### config.mk
export PLATFORM = sky130hd
export DESIGN_NAME = muldiv_unit
export DESIGN_NICKNAME = d
export VERILOG_FILES = /design/src/rtl/muldiv_unit.sv
export SDC_FILE = /design/constraint.sdc
export NUM_CORES = 1
export LEC_CHECK = 0
export ABC_AREA = 1
export ABC_CLOCK_PERIOD_IN_PS = 13300
export CELL_PAD_IN_SITES_DETAIL_PLACEMENT = 0
export CELL_PAD_IN_SITES_GLOBAL_PLACEMENT = 1
export CORE_ASPECT_RATIO = 1.75
export CORE_MARGIN = 1.5
export CORE_UTILIZATION = 35
export DETAILED_ROUTE_END_ITERATION = 6
export GPL_ROUTABILITY_DRIVEN = 0
export HOLD_SLACK_MARGIN = 0.05
export PLACE_DENSITY = 0.75
export REMOVE_ABC_BUFFERS = 1
export SLEW_MARGIN = 15
export SYNTH_ARGS = -nofsm -noshare
export SYNTH_HDL_FRONTEND = slang
export SYNTH_SLANG_ARGS = --single-unit
export TNS_END_PERCENT = 100
### constraint.sdc
create_clock -name clk -period 13.3 [get_ports clk]
set_clock_uncertainty 0.1 [all_clocks]
set_input_delay 3.99 -clock clk [delete_from_list [all_inputs] [get_ports clk]]
set_output_delay 3.99 -clock clk [all_outputs]
set_load 0.01 [all_outputs]
### src/rtl/muldiv_unit.sv
// Iterative multiply/divide unit with architectural HI/LO registers.
// Executes mult/multu/div/divu over WIDTH+1 cycles; mthi/mtlo write in one edge.
module muldiv_unit #(
    parameter int WIDTH = 32
) (
    input  logic             clk,
    input  logic             reset,
    input  logic             start,
    input  logic [5:0]       funct,
    input  logic [WIDTH-1:0] a,
    input  logic [WIDTH-1:0] b,
    output logic             busy,
    output logic             done,
    output logic [WIDTH-1:0] hi,
    output logic [WIDTH-1:0] lo
);

    localparam int CW = $clog2(WIDTH) + 1;
    localparam logic [CW-1:0] LAST = CW'(WIDTH - 1);

    localparam logic [5:0] F_MULT  = 6'b011000;
    localparam logic [5:0] F_MULTU = 6'b011001;
    localparam logic [5:0] F_DIV   = 6'b011010;
    localparam logic [5:0] F_DIVU  = 6'b011011;
    localparam logic [5:0] F_MTHI  = 6'b010001;
    localparam logic [5:0] F_MTLO  = 6'b010011;

    typedef enum logic [1:0] {IDLE, RUN, FIX} state_t;

    state_t             state_q, state_d;
    logic [CW-1:0]      cnt_q, cnt_d;
    logic               isdiv_q, isdiv_d;
    logic               negq_q, negq_d;
    logic               negr_q, negr_d;
    logic               dvz_q, dvz_d;
    // mult: {hi,lo} accumulator; div: {remainder, dividend/quotient}
    logic [2*WIDTH-1:0] acc_q, acc_d;
    // mult: multiplicand shifted left each step; div: divisor in low half
    logic [2*WIDTH-1:0] opa_q, opa_d;
    // mult: multiplier shifted right each step
    logic [WIDTH-1:0]   opb_q, opb_d;
    logic [WIDTH-1:0]   hi_q, hi_d;
    logic [WIDTH-1:0]   lo_q, lo_d;
    logic               busy_q, busy_d;
    logic               done_q, done_d;

    logic               is_md;
    logic               is_div;
    logic               sgn;
    logic [WIDTH-1:0]   abs_a;
    logic [WIDTH-1:0]   abs_b;
    logic [WIDTH:0]     shrem;
    logic [WIDTH:0]     diff;
    logic [WIDTH-1:0]   quo;
    logic [WIDTH-1:0]   rem;

    assign is_md  = (funct == F_MULT) || (funct == F_MULTU) ||
                    (funct == F_DIV)  || (funct == F_DIVU);
    assign is_div = (funct == F_DIV) || (funct == F_DIVU);
    assign sgn    = (funct == F_MULT) || (funct == F_DIV);
    assign abs_a  = (sgn && a[WIDTH-1]) ? ({WIDTH{1'b0}} - a) : a;
    assign abs_b  = (sgn && b[WIDTH-1]) ? ({WIDTH{1'b0}} - b) : b;

    // restoring divide: partial remainder shifted left with next dividend bit
    assign shrem = acc_q[2*WIDTH-1:WIDTH-1];
    assign diff  = shrem - {1'b0, opa_q[WIDTH-1:0]};
    assign quo   = acc_q[WIDTH-1:0];
    assign rem   = acc_q[2*WIDTH-1:WIDTH];

    // state and working registers, all cleared by asynchronous reset
    always_ff @(posedge clk or posedge reset) begin
        if (reset) begin
            state_q <= IDLE;
            cnt_q   <= '0;
            isdiv_q <= 1'b0;
            negq_q  <= 1'b0;
            negr_q  <= 1'b0;
            dvz_q   <= 1'b0;
            acc_q   <= '0;
            opa_q   <= '0;
            opb_q   <= '0;
            hi_q    <= '0;
            lo_q    <= '0;
            busy_q  <= 1'b0;
            done_q  <= 1'b0;
        end else begin
            state_q <= state_d;
            cnt_q   <= cnt_d;
            isdiv_q <= isdiv_d;
            negq_q  <= negq_d;
            negr_q  <= negr_d;
            dvz_q   <= dvz_d;
            acc_q   <= acc_d;
            opa_q   <= opa_d;
            opb_q   <= opb_d;
            hi_q    <= hi_d;
            lo_q    <= lo_d;
            busy_q  <= busy_d;
            done_q  <= done_d;
        end
    end

    // next-state, iteration step and result fix-up
    always_comb begin
        state_d = state_q;
        cnt_d   = cnt_q;
        isdiv_d = isdiv_q;
        negq_d  = negq_q;
        negr_d  = negr_q;
        dvz_d   = dvz_q;
        acc_d   = acc_q;
        opa_d   = opa_q;
        opb_d   = opb_q;
        hi_d    = hi_q;
        lo_d    = lo_q;
        busy_d  = busy_q;
        done_d  = 1'b0;
        unique case (state_q)
            IDLE: begin
                if (start) begin
                    if (is_md) begin
                        state_d = RUN;
                        busy_d  = 1'b1;
                        cnt_d   = '0;
                        isdiv_d = is_div;
                        negq_d  = sgn & (a[WIDTH-1] ^ b[WIDTH-1]);
                        negr_d  = sgn & a[WIDTH-1];
                        dvz_d   = (b == '0);
                        acc_d   = is_div ? {{WIDTH{1'b0}}, abs_a} : '0;
                        opa_d   = is_div ? {{WIDTH{1'b0}}, abs_b}
                                         : {{WIDTH{1'b0}}, abs_a};
                        opb_d   = abs_b;
                    end else if (funct == F_MTHI) begin
                        hi_d = a;
                    end else if (funct == F_MTLO) begin
                        lo_d = a;
                    end
                end
            end
            RUN: begin
                if (isdiv_q) begin
                    if (!diff[WIDTH]) begin
                        acc_d = {diff[WIDTH-1:0], acc_q[WIDTH-2:0], 1'b1};
                    end else begin
                        acc_d = {acc_q[2*WIDTH-2:0], 1'b0};
                    end
                end else begin
                    if (opb_q[0]) begin
                        acc_d = acc_q + opa_q;
                    end
                    opa_d = {opa_q[2*WIDTH-2:0], 1'b0};
                    opb_d = {1'b0, opb_q[WIDTH-1:1]};
                end
                cnt_d = cnt_q + 1'b1;
                if (cnt_q == LAST) begin
                    state_d = FIX;
                end
            end
            FIX: begin
                state_d = IDLE;
                busy_d  = 1'b0;
                done_d  = 1'b1;
                if (isdiv_q) begin
                    lo_d = dvz_q  ? {WIDTH{1'b1}}
                         : negq_q ? ({WIDTH{1'b0}} - quo) : quo;
                    hi_d = negr_q ? ({WIDTH{1'b0}} - rem) : rem;
                end else begin
                    {hi_d, lo_d} = negq_q ? ({(2*WIDTH){1'b0}} - acc_q)
                                          : acc_q;
                end
            end
            default: begin
                state_d = IDLE;
            end
        endcase
    end

    assign busy = busy_q;
    assign done = done_q;
    assign hi   = hi_q;
    assign lo   = lo_q;

endmodule

==> summary.txt <==
Run status
  – Outcome: finished, final reports clean

Floorplan
  – Die X: 203 um
  – DIE AREA: 71,500 um2
  – Core Box Area: 69,300 um2
  – Initial Util: 0.353
  – Io pins: between 100 and 150
  – Die Height: 353 um
  – Row count: ~130

Route
  – Detail Route met3 WL: 7.04 mm
  – Top Metal Used: met5
  – DRT iter0 DRCs: between 2,000 and 2,500
  – Total Routed Length: 125 mm
  – DRT met1 WL: ~43 mm
  – Met2 routed WL: 60.0 mm
  – Drt drc: 0
  – Antenna Nets Post-Route: 0
  – Detailed Routing Iterations Pass 1: 6
  – Avg Vias per Cell: roughly 5.3
  – Vias: 28,300
  – Routed wire length per instance: between 20 and 25 um

Worst setup path
  – Worst Setup End Kind: flip-flop
  – Cell repeated most along the worst path: nor2_4
  – Setup crit start kind: input port
  – Worst EP required: roughly 14 ns
  – Setup CP Type: in2reg
  – R2R Path Start: acc_q[32]$_DFFE_PP0P_
  – CP bufs+invs: 5
  – Critical Path AT: a little over 7 ns
  – CP max-delay cell: nor2_4
  – CP max stage delay: 0.60 ns
  – Critical Path Source: funct[4]
  – Peak fanout along the critical path: 25
  – Top Family by Delay on Critical Path: buffers and inverters
  – Worst path cell trace: clkdlybuf4s50_1, inv_1, nor2_4, nand3_4, nor2_4, inv_2, nor2_4, buf_4, inv_1, o21ai_0, nor2_1, a22oi_1

CTS
  – CTS tree: yes
  – Post-CTS Resized: 0
  – Worst-path clk slew: 0.07 ns
  – Latest clock arrival within the worst-skew pair: 0.62 ns
  – CTS Hold Bufs: 0
  – Clock Path Buffers: 3
  – CTS sink cnt: between 200 and 250
  – Total CTS buffers: 27
  – Clock Tree Root: clkbuf_16
  – H-Tree Depth: 1
  – Postcts setup bufs: 0

Final layout
  – Non-Filler Instances: between 5,000 and 6,000
  – Share of cells above drive strength 1: 0.0297
  – Fillers: 7,869
  – Synth-to-Final Area Change: 12.9%
  – Reg area: between 5000 and 6000 um2
  – Commonest non-fill, non-tap cell in the layout: nand2_1
  – Most frequent cells in the layout: nand2_1, inv_1, nor2_1
  – Layout net count: 4,566
  – Area taken by multi-input logic gates: between 15,000 and 20,000 um2
  – Layout Utilization: 0.398

GRT
  – Initial antenna violation count: 5
  – Pin count of the biggest net entering global routing: 84
  – Vias in the first global route: between 20,000 and 30,000
  – Total grt overflow: 0
  – First-pass GRT wire length: 180 mm
  – GRT Overall Usage: 0.345

Timing
  – Rel. slew slack: 0.264
  – Worst-Margin Slew: roughly 1.1 ns
  – Max Slew Vio Count: 0
  – Crit path time final: 6.74 ns
  – Period utilisation layout: 0.507
  – RSZ-0062 raised after global routing: false
  – Endpoints failing setup: 0
  – Max Clock Freq: around 150 MHz
  – Fin. Hold Viols: 0
  – TNS Setup: 0 ns

Power and ir drop
  – Clock share of power: 0.285
  – Net Sw Frac: 0.456
  – Pwr dens: 104 nW/um2
  – Peak VDD IR: around 0.089 mV
  – Sw Pwr: between 1000 and 1500 uW
  – Leakage Power: around 0.015 uW
  – Comb pwr share: 0.407
  – Final Power: around 2900 uW
  – Internal power: 1560 uW
  – Share of total power in sequential cells: 0.307

Yosys
  – Synthesis Warnings: 0
  – Synth cell types: 53
  – Main synth FF type: dfrtp_1
  – Mean Syn Cell Area: approximately 5.7 um2
  – EDFF count, synth: 0
  – Fraction of registers with async set/reset: 1.00
  – Post-synthesis register bit count: 238
  – Post-Syn Instances: 4,317
  – Post-synthesis sequential area ratio: 0.243
  – Mapped cell area: about 24,000 um2

Min path
  – Hold/Removal Path Class: reg2reg
  – Hold Crit Start: opb_q[22]$_DFFE_PP0P_

Placed design
  – Dpl hpwl: 98.4 mm
  – Port bufs: 138
  – Placed Instances: 5,272

Run
  – Max-cap viol count: 0
-- registers in the layout, indices dropped and copies added, names as in the netlist, 2 cells and up --
signal   count
state_q      2
hi          32
lo          32
acc_q       64
opb_q       32
cnt_q        6
opa_q       64
-- power by group through the flow --
| stage | Sequential [uW] | Clock [uW] | Combinational (uW) |
|---|---|---|---|
| 5_1_grt | 881 | 849 | 1260 |
| 4_1_cts | 875 | 824 | 1130 |
| 6_report | 880 | 817 | 1170 |
| 2_1_floorplan | 847 | 0 | 671 |
| 3_3_place_gp | 888 | 0 | 1120 |
| 3_5_place_dp | 887 | 0 | 1120 |
-- cell type report --
class                           count  area share
Timing Repair Buffer              168      0.0582
Multi-Input combinational cell   3234       0.553
Antenna cell                        1   0.0000906
Sequential cell                   238       0.216
Clock buffer                       35      0.0277
Inverter                          722      0.0985
Tap cell                          910      0.0412
Clock inverter                     15     0.00575
-- logic make-up after synthesis --
group           Yosys count  synth area share
flops                   238             0.243
buf+inv                 845             0.133
xor+xnor                 83            0.0297
simple gates           2466             0.413
compound gates          583             0.128
fa+ha+maj               102            0.0528
-- worst paths after layout --
| kind | to | slack, ns | cells after the start |
|---|---|---|---|
| worst min-delay path | opb_q[22]$_DFFE_PP0P_ | 0.38 | 2 |
| max in group asynchronous | opa_q[40]$_DFFE_PP0P_ | 7.25 | 4 |
| worst min register to register | opb_q[22]$_DFFE_PP0P_ | 0.38 | 2 |
| worst max register to register | acc_q[55]$_DFFE_PP0P_ | 8.97 | 17 |
| worst max-delay path | acc_q[0]$_DFFE_PP0P_ | 6.56 | 12 |
| min in group asynchronous | lo[7]$_DFFE_PP0P_ | 3.75 | 2 |
-- worst min-delay path, stage by stage (launching register included) --
cell	delay, ns
dfrtp_1	0.34
nand2_1	0.05
nand2_1	0.05
-- through the flow --
stage          instance area [um2]  hold WS, ns  setup WS (ns)
2_1_floorplan                23900        0.344           2.68
3_3_place_gp                 26700        0.365           6.05
3_5_place_dp                 26700        0.367           6.00
4_1_cts                      27600        0.385           6.62
5_1_grt                      27600        0.400           6.40
6_report                     27600        0.383           6.56
-- routing by layer --
layer / GRT usage / vias to the layer above
met5: 0 / -
met4: 0.349 / 6
met3: 0.0533 / 496
met2: 0.598 / 1145
met1: 0.341 / 13000
li1: - / 13600
-- cells in the mapped netlist, types with 8 or more instances --
cell type | number | share of area
a22oi_1 | 8 | 0.0025
ha_1 | 100 | 0.051
buf_2 | 25 | 0.0051
o21ai_1 | 12 | 0.0025
nor3_1 | 48 | 0.0098
xnor2_1 | 11 | 0.0039
nand3b_1 | 11 | 0.0034
a21oi_1 | 239 | 0.049
o31ai_1 | 11 | 0.0034
o211ai_1 | 19 | 0.0058
xor2_1 | 72 | 0.026
dfrtp_1 | 238 | 0.24
nand4_1 | 36 | 0.0092
nand2_1 | 1483 | 0.23
nor2_1 | 470 | 0.072
inv_2 | 11 | 0.0017
inv_1 | 706 | 0.11
buf_1 | 12 | 0.0018
clkbuf_1 | 76 | 0.012
o21ai_0 | 253 | 0.052
nor2_2 | 8 | 0.0020
nand3_1 | 375 | 0.077
No activity file was read; power rests on OpenSTA's default activity.
